$ cat config.mk
export PLATFORM = sky130hd
export DESIGN_NAME = npc_bp
export DESIGN_NICKNAME = d
export VERILOG_FILES = /design/src/rtl/npc_pkg.sv /design/src/rtl/npc_btb.sv /design/src/rtl/npc_bp.sv
export SDC_FILE = /design/constraint.sdc
export NUM_CORES = 2
export LEC_CHECK = 0
export ABC_CLOCK_PERIOD_IN_PS = 8750
export CORE_UTILIZATION = 45
export DETAILED_ROUTE_END_ITERATION = 12
export HOLD_SLACK_MARGIN = 0.02
export MAX_ROUTING_LAYER = met4
export SLEW_MARGIN = 25
export SYNTH_ARGS = -nofsm -noshare
export SYNTH_HDL_FRONTEND = slang
export SYNTH_SLANG_ARGS = --single-unit
$ cat constraint.sdc
create_clock -name clk -period 8.75 [get_ports clk]
set_input_delay 2.1875 -clock clk [delete_from_list [all_inputs] [get_ports clk]]
set_output_delay 2.1875 -clock clk [all_outputs]
set_load 0.02 [all_outputs]
$ cat src/rtl/npc_pkg.sv
// Shared types for the fetch next-PC predictor: control-transfer encoding and
// 2-bit saturating counter helpers.
package npc_pkg;

  typedef enum logic [2:0] {
    CTRL_SEQ  = 3'b000,
    CTRL_RSV  = 3'b001,
    CTRL_JAL  = 3'b010,
    CTRL_JALR = 3'b011,
    CTRL_BEQ  = 3'b100,
    CTRL_BNE  = 3'b101,
    CTRL_BLT  = 3'b110,
    CTRL_BGE  = 3'b111
  } ctrl_npc_e;

  localparam logic [1:0] CTR_SNT = 2'b00;
  localparam logic [1:0] CTR_WNT = 2'b01;
  localparam logic [1:0] CTR_WT  = 2'b10;
  localparam logic [1:0] CTR_ST  = 2'b11;

  function automatic logic [1:0] ctr_next(input logic [1:0] ctr, input logic taken);
    if (taken) return (ctr == CTR_ST) ? CTR_ST : ctr + 2'd1;
    return (ctr == CTR_SNT) ? CTR_SNT : ctr - 2'd1;
  endfunction

endpackage

$ cat src/rtl/npc_btb.sv
// Direct-mapped branch target buffer: one combinational lookup port and one
// registered update port. Word-aligned PCs only, so bits [1:0] never enter.
module npc_btb
  import npc_pkg::*;
#(
  parameter int DATAWIDTH   = 32,
  parameter int BTB_ENTRIES = 16
) (
  input  logic                 clk,
  input  logic                 rst_n,
  input  logic [DATAWIDTH-1:2] lk_pc,
  output logic                 lk_taken,
  output logic [DATAWIDTH-1:0] lk_target,
  input  logic                 up_en,
  input  logic [DATAWIDTH-1:2] up_pc,
  input  logic                 up_taken,
  input  logic [DATAWIDTH-1:0] up_target
);

  localparam int IDX_W = $clog2(BTB_ENTRIES);
  localparam int TAG_W = DATAWIDTH - 2 - IDX_W;

  logic [BTB_ENTRIES-1:0]                vld_q, vld_d;
  logic [BTB_ENTRIES-1:0][TAG_W-1:0]     tag_q, tag_d;
  logic [BTB_ENTRIES-1:0][1:0]           ctr_q, ctr_d;
  logic [BTB_ENTRIES-1:0][DATAWIDTH-1:0] tgt_q, tgt_d;

  logic [IDX_W-1:0] lk_idx, up_idx;
  logic [TAG_W-1:0] lk_tag, up_tag;
  logic             lk_hit, up_hit;

  assign lk_idx = lk_pc[IDX_W+1:2];
  assign lk_tag = lk_pc[DATAWIDTH-1:IDX_W+2];
  assign up_idx = up_pc[IDX_W+1:2];
  assign up_tag = up_pc[DATAWIDTH-1:IDX_W+2];

  // Lookup reads the registered arrays, so a same-cycle update is not seen.
  assign lk_hit    = vld_q[lk_idx] && (tag_q[lk_idx] == lk_tag);
  assign lk_taken  = lk_hit && ctr_q[lk_idx][1];
  assign lk_target = tgt_q[lk_idx];
  assign up_hit    = vld_q[up_idx] && (tag_q[up_idx] == up_tag);

  always_comb begin
    vld_d = vld_q;
    tag_d = tag_q;
    ctr_d = ctr_q;
    tgt_d = tgt_q;
    if (up_en) begin
      if (up_hit) begin
        ctr_d[up_idx] = ctr_next(ctr_q[up_idx], up_taken);
        if (up_taken) tgt_d[up_idx] = up_target;
      end else if (up_taken) begin
        // Conflicting entry is simply replaced; not-taken misses leave it alone.
        vld_d[up_idx] = 1'b1;
        tag_d[up_idx] = up_tag;
        ctr_d[up_idx] = CTR_WT;
        tgt_d[up_idx] = up_target;
      end
    end
  end

  always_ff @(posedge clk or negedge rst_n) begin
    if (!rst_n) begin
      vld_q <= '0;
      tag_q <= '0;
      ctr_q <= {BTB_ENTRIES{CTR_WNT}};
      tgt_q <= '0;
    end else begin
      vld_q <= vld_d;
      tag_q <= tag_d;
      ctr_q <= ctr_d;
      tgt_q <= tgt_d;
    end
  end

endmodule

$ cat src/rtl/npc_bp.sv
// Fetch PC register with BTB prediction, execute-stage resolution, flush on
// mispredict and a saturating mispredict counter.
module npc_bp
  import npc_pkg::*;
#(
  parameter int                  DATAWIDTH   = 32,
  parameter int                  BTB_ENTRIES = 16,
  parameter logic [DATAWIDTH-1:0] RESET_PC   = 32'h0000_0000,
  parameter int                  CNT_WIDTH   = 16
) (
  input  logic                 clk,
  input  logic                 rst_n,
  input  logic                 stall,
  output logic [DATAWIDTH-1:0] pc,
  output logic [DATAWIDTH-1:0] pred_npc,
  output logic                 pred_taken,
  input  logic                 ex_valid,
  input  logic [DATAWIDTH-1:0] ex_pc,
  input  logic [DATAWIDTH-1:0] ex_pred_npc,
  input  logic [2:0]           ex_ctrl_NPC,
  input  logic [1:0]           ex_flags,
  input  logic [DATAWIDTH-1:0] ex_imm,
  input  logic [DATAWIDTH-1:0] ex_result_ALU,
  output logic [DATAWIDTH-1:0] ex_pc_add4,
  output logic                 flush,
  output logic [CNT_WIDTH-1:0] mispredict_cnt
);

  logic [DATAWIDTH-1:0] pc_q, pc_d;
  logic [CNT_WIDTH-1:0] cnt_q, cnt_d;
  logic [DATAWIDTH-1:0] btb_target, act_npc;
  logic                 btb_taken, act_taken, is_cti;
  ctrl_npc_e            ctrl;

  npc_btb #(
    .DATAWIDTH  (DATAWIDTH),
    .BTB_ENTRIES(BTB_ENTRIES)
  ) u_btb (
    .clk      (clk),
    .rst_n    (rst_n),
    .lk_pc    (pc_q[DATAWIDTH-1:2]),
    .lk_taken (btb_taken),
    .lk_target(btb_target),
    .up_en    (ex_valid && is_cti),
    .up_pc    (ex_pc[DATAWIDTH-1:2]),
    .up_taken (act_taken),
    .up_target(act_npc)
  );

  assign pc             = pc_q;
  assign pred_taken     = btb_taken;
  assign pred_npc       = btb_taken ? btb_target : pc_q + DATAWIDTH'(4);
  assign ex_pc_add4     = ex_pc + DATAWIDTH'(4);
  assign mispredict_cnt = cnt_q;
  assign ctrl           = ctrl_npc_e'(ex_ctrl_NPC);

  always_comb begin
    is_cti    = 1'b0;
    act_taken = 1'b0;
    case (ctrl)
      CTRL_JAL, CTRL_JALR: begin is_cti = 1'b1; act_taken = 1'b1;          end
      CTRL_BEQ:            begin is_cti = 1'b1; act_taken =  ex_flags[0];  end
      CTRL_BNE:            begin is_cti = 1'b1; act_taken = !ex_flags[0];  end
      CTRL_BLT:            begin is_cti = 1'b1; act_taken =  ex_flags[1];  end
      CTRL_BGE:            begin is_cti = 1'b1; act_taken = !ex_flags[1];  end
      default:             ;
    endcase

    if (ctrl == CTRL_JALR) act_npc = ex_result_ALU & ~DATAWIDTH'(1);
    else if (act_taken)    act_npc = ex_pc + ex_imm;
    else                   act_npc = ex_pc_add4;

    flush = ex_valid && (act_npc != ex_pred_npc);

    // A redirect must win over stall or the squashed path would keep fetching.
    if (flush)      pc_d = act_npc;
    else if (stall) pc_d = pc_q;
    else            pc_d = pred_npc;

    cnt_d = cnt_q;
    if (flush && (cnt_q != '1)) cnt_d = cnt_q + CNT_WIDTH'(1);
  end

  always_ff @(posedge clk or negedge rst_n) begin
    if (!rst_n) begin
      pc_q  <= RESET_PC;
      cnt_q <= '0;
    end else begin
      pc_q  <= pc_d;
      cnt_q <= cnt_d;
    end
  end

endmodule

Word level (Yosys, flattened, before mapping)
Index checks and enable logic that the tools add are counted.
Storage, ports and cells
  flip-flop bits (word level): 1024
  input bits: 137
Cells by class
  add/sub/neg operators: 6
  magnitude comparators: 3
  equal/unequal tests: 12
  muxes and demuxes: 43
  bitwise operators: 5
  reduce and logical (&&, ||, !) cells: 16
Operator list (number)
  512-bit bitwise mux: 1
  416-bit bitwise mux: 1
  32-bit 2-to-1 mux: 9
  26-bit binary-select mux with 4-bit select: 2
  32-bit binary-select mux with 4-bit select: 1
  32-bit demux with 4-bit select: 1
  26-bit demux with 4-bit select: 1
  26-bit 2-to-1 mux: 3
  32-bit by 3-bit adder with 32-bit output, second input constant: 2
  26-bit equality test: 2
  32-bit adder: 1
  32-bit bitwise mux: 1
  32-bit != test: 1
  16-bit OR: 2
  2-bit 2-to-1 mux: 9
  16-bit by 1-bit adder with 16-bit output, second input constant: 1
  16-bit AND: 1
  2-bit binary-select mux with 4-bit select: 2
  16-bit != test, second input constant: 1
  16-bit inverter: 1
  3-bit equality test, second input constant: 4
  4-bit by 5-bit < comparator with 1-bit output, second input constant: 2
  1-bit binary-select mux with 4-bit select: 2
  2-bit demux with 4-bit select: 1
  other kinds (18): 33

Depth between registers and ports, before layout
  depth in word-level cells: 11
  gate-level depth with buffers: 19

By module
Synthesis repeated with hierarchy kept, for this count alone.
Unflattened totals
  cells, all modules: 4174
  area, all modules: 56376.6 um^2
Modules (own cells, without submodules)
  npc_btb: instances 1, cells an instance 3077, area each 48437.7 um^2, sequential area each 24443.4 um^2
  npc_bp: instances 1, cells an instance 1097, area each 7938.9 um^2, sequential area each 1201.2 um^2

Least setup slack after synthesis
Ideal clock, no wire load.
  path kind: input -> output
  start: in ex_pc[2]
  end: out flush
  arrival time: 5515 ps
  required time: 6562 ps
  setup slack: 1048 ps
  stages: 17
  cell sequence: buf_2 -> buf_4 -> buf_4 -> buf_2 -> inv_1 -> ha_1 -> nand2_1 -> o21ai_0 -> a221oi_1 -> a222oi_1 -> and3_1 -> o2111ai_1 -> nor4_1 -> nand4_1 -> o21ai_2 -> buf_2 -> inv_1
On the way
  longest elaborated chain between the ends: 5
  elaborated cells on any way between the ends: 6
  classes of those cells: add/sub: 2; eq/ne: 1; mux: 2; reduce/logical: 1
RTL lines
  start, declared: RTL line npc_bp.sv:18  | input logic [DATAWIDTH-1:0] ex_pc,
  32-bit by 3-bit adder with 32-bit output: RTL line npc_bp.sv:53  | assign ex_pc_add4 = ex_pc + DATAWIDTH'(4);
  via ex_pc_add4[2]: RTL line npc_bp.sv:24  | output logic [DATAWIDTH-1:0] ex_pc_add4,
  32-bit 2-to-1 mux: RTL line npc_bp.sv:70  | else if (act_taken) act_npc = ex_pc + ex_imm;
  32-bit 2-to-1 mux: RTL line npc_bp.sv:69  | if (ctrl == CTRL_JALR) act_npc = ex_result_ALU & ~DATAWIDTH'(1);
  32-bit != test: RTL line npc_bp.sv:73  | flush = ex_valid && (act_npc != ex_pred_npc);
  1-bit logical AND: RTL line npc_bp.sv:73
  end, declared: RTL line npc_bp.sv:25  | output logic flush,
The timed path passes the listed nets, and every way through them passes these cells.

Worst setup path after layout
  start: in ex_pc[0]
  end: out flush
On the way
  longest elaborated chain between the ends: 5
  elaborated cells on any way between the ends: 6
  classes of those cells: add/sub: 2; eq/ne: 1; mux: 2; reduce/logical: 1
RTL lines (RTL line)
  32-bit by 3-bit adder with 32-bit output / 32-bit adder (equally long branches): npc_bp.sv:53, npc_bp.sv:70
  32-bit 2-to-1 mux *: npc_bp.sv:70
  32-bit 2-to-1 mux *: npc_bp.sv:69
  32-bit != test *: npc_bp.sv:73
  1-bit logical AND *: npc_bp.sv:73
Mark *: on every way between the ends. The rest lies on a longest branch, timed or not.

==> flow_summary_export.csv <==
group,metric,value,unit
clocking,cts_buffers,109,
critical_path,worstPathArrival,6500,ps
yosys,syn-num-nets,4715,
drt,drc,0,
pwr,swShare,31.2,%
critical_path,worstSetupPathType,"input pin to primary output",
yosys,synth.distinct_cells,98,
pwr,pwr-share-seq,41.9,%
drt,drt_iter0_markers,3864,
cells_and_area,nFillCells,10600,
sta,slew_violations,0,
clocking,cts_tree,"built",
clocking,ctsRootBufferMaster,"clkbuf_16",
clocking,cts_sinks,1024,
sta,worstMarginPinSlew,1100,ps
drt,wirelength,185000,um
sta,slew_headroom,26.3,%
placed_design,dp_hpwl,120000,um
critical_path,reg2regPathDepth,12,
critical_path,endpoint_kind,"primary output",
sta,fin_crit_sh,99.3,%
cells_and_area,area_delta_synth_final,17.5,%
yosys,ys.flop_type,"dfrtp_1",
sta,fin_crit,8690,ps
drt,top_layer,"met4",
grt,grt_pass1_wl,273000,um
grt,grt_pass1_vias,39900,
placed_design,place_area,60600,um^2
floorplanning,rows,127,
cells_and_area,drive_gt1_share,31.4,%
floorplanning,ios,251,
pwr,power.density,253,nW/um^2
sta,fmax,115,MHz
drt,viasPerCell,6.12,
pwr,p_leak,27.5,nW
yosys,synth-seq-area-share,46.7,%
placed_design,port_buffers,249,
yosys,synthTopCellsByArea,"dfrtp_1, mux4_2, mux2_2, o21ai_0, nand2_1",
yosys,synth_area_leader_cell,"dfrtp_1",
placed_design,placed_cells,6320,
drt,dr_wl_met2,85900,um
pwr,p_sw,0.00510,W
sta,holdWs,466,ps
critical_path,cp_slowest_cell,"clkdlybuf4s50_1",
clocking,cts.clk_slew.worst_paths,60,ps
cells_and_area,final_util,53.5,%
yosys,synthesis.area,54900,um^2
pwr,ir_drop,0.000203,V
floorplanning,fp.dieW,351,um
clocking,cts_max_path_buffers,3,
yosys,yosys_warnings,0,
yosys,avgSynthCellArea,12.1,um^2
placed_design,gp_congestion,0.992,
sta,final.setup_skew,66.6,ps
critical_path,cp_cell_sequence,"clkdlybuf4s50_1, ha_1, fa_1, a21oi_2, o211a_1, buf_12, o221a_2, buf_4, xnor2_1, buf_4, o21bai_1, nor2_1, a31oi_1, o2111ai_1, a2111o_1, o21ai_4, buf_12, inv_1, dlygate4sd2_1",
drt,vias,39900,
worst_hold_path,whs_path_depth,2,
sta,hold_violations,0,
yosys,synth-edff-count,0,
run,maxCapViolCount,0,
floorplanning,coreArea,120000,um^2
yosys,async_flop_share,100,%
grt,grt_usage,31.2,%
clocking,cts_hold_buffers,0,
yosys,syn_inst,4540,
cells_and_area,nets,4996,
sta,rsz0062_at_grt,"no",
yosys,yosysMostFrequentCell,"dfrtp_1",
pwr,p_int,0.0112,W
critical_path,cp-start-kind,"input pin",
floorplanning,initial_core_util,45.6,%
worst_hold_path,hold_class,"register to register",
pwr,combPwrFrac,28.5,%
yosys,synth_commonest_cells,"dfrtp_1, nand2_1, o21ai_0, mux2_2, mux4_2",
floorplanning,die-height,351,um
clocking,insertion_delay,760,ps
cells_and_area,stdcell_area,64500,um^2
critical_path,critPathMaxFanout,5,
drt,met3RoutedLength,13500,um
pwr,totalPowerFinal,0.0163,W
cells_and_area,final_cells,6530,
clocking,htree_num_levels,3,
floorplanning,dieArea,123000,um^2
drt,wl_met1,80800,um
drt,final_antenna_net_count,0,
grt,antenna_found_initial,5,
yosys,ys_ff_latch,1024,
critical_path,cp_data_required_time,6560,ps
yosys,yosysTopAreaCellShare,46.0,%
grt,grt-ovfl-total,0,
sta,setup_viol_count_final,0,
critical_path,max_stage_delay,440,ps
grt,grt_max_degree,161,
status,status,"completed",
drt,wire_per_inst,28.3,um
pwr,clkPwrFrac,29.6,%
drt,dr.pass1.iters,5,
==> cells by family after synthesis <==
family,count (synthesis),share of synthesized area (%)
fa+ha+maj,39,0.898
compound gates,868,9.23
simple gates,1001,8.22
xor+xnor,144,2.31
flops,1024,46.7
buf+inv,499,3.96
mux,965,28.7
==> flip-flops by register name, indices dropped and copies added (netlist names) <==
register / cells
mispredict_cnt: 16
pc: 32
u_btb.ctr_q: 32
u_btb.tag_q: 416
u_btb.tgt_q: 512
u_btb.vld_q: 16
==> worst paths after layout <==
| kind | endpoint | slack, ps | from |
|---|---|---|---|
| max in group asynchronous | u_btb.tag_q[349] | 5410 | rst_n |
| min in group asynchronous | u_btb.tgt_q[174] | 1470 | rst_n |
| hold / removal | u_btb.ctr_q[20] | 470 | u_btb.ctr_q[20] |
| hold reg to reg | u_btb.ctr_q[20] | 470 | u_btb.ctr_q[20] |
| setup / recovery | flush | 60 | ex_pc[0] |
| setup reg to reg | pc[31] | 4070 | pc[4] |
==> power groups by stage <==
stage               combinational (W)  sequential (W)  clock (W)
finish                        0.00465         0.00684    0.00484
global route                  0.00500         0.00699    0.00512
CTS                           0.00465         0.00682    0.00492
detailed placement            0.00464         0.00689          0
global placement              0.00456         0.00682          0
floorplan                     0.00315         0.00659          0
==> worst max-delay path: cells and delay by family <==
| kind | cells | cell delay [ps] |
|---|---|---|
| compound gates | 8 | 1870 |
| xor+xnor | 1 | 210 |
| fa+ha+maj | 2 | 650 |
| buf+inv | 7 | 1460 |
| simple gates | 1 | 70 |
==> layout make-up <==
class                   instances  area, um^2  share of cell area [%]
multi-input cells            3017       27500                    42.6
clock buffers                 156        3140                    4.86
inverters                      69         259                   0.402
diodes                          4        10.0                  0.0155
clock inverters                48         639                   0.991
well taps                    1612        2020                    3.13
repair buffers                600        5290                    8.20
flip-flops and latches       1024       25700                    39.8
==> stage by stage <==
stage	TNS (ps)	setup WS [ps]
finish	0	58.2
global route	0	2.59
CTS	0	64.1
detailed placement	-311	-311
global placement	-260	-260
floorplan	0	1050
==> metal layers <==
layer | global-route usage (%) | vias to the layer above
met3 | 5.03 | 264
met5 | - | -
met2 | 47.4 | 1504
met4 | 7.36 | 0
li1 | - | 17300
met1 | 44.1 | 20800
==> repair_timing <==
| action | in CTS | in global routing |
|---|---|---|
| buffers inserted | 2 | 0 |
| pin swaps | 2 | 1 |
| setup endpoints to repair | 1 | 1 |
| gates resized for setup | 1 | 21 |
==> cell usage in the layout, fill, tap and decap left out, types with 13 or more instances in the layout <==
master | Yosys | final
and3_1 | 24 | 24
nand3_1 | 65 | 57
xnor2_1 | 91 | 90
nand2_1 | 568 | 562
clkbuf_16 | 0 | 110
mux4_2 | 436 | 436
clkdlybuf4s50_1 | 0 | 239
nor3_1 | 27 | 26
clkbuf_1 | 275 | 25
a21oi_1 | 121 | 118
clkinv_2 | 0 | 20
clkbuf_8 | 0 | 22
buf_4 | 12 | 339
nand4_1 | 42 | 42
buf_12 | 0 | 13
o31ai_1 | 21 | 20
a31oi_1 | 40 | 37
o22ai_1 | 22 | 21
dfrtp_1 | 1008 | 1004
mux2i_1 | 37 | 37
inv_1 | 69 | 69
o221ai_1 | 16 | 14
nor2_1 | 134 | 134
nor2b_4 | 0 | 16
or2_2 | 22 | 22
ha_1 | 37 | 36
mux2_1 | 47 | 47
nor4_1 | 26 | 21
xor2_1 | 52 | 52
o21ai_0 | 506 | 506
mux2_2 | 445 | 445
dfstp_2 | 16 | 16
(Power assumes the default switching activity.)
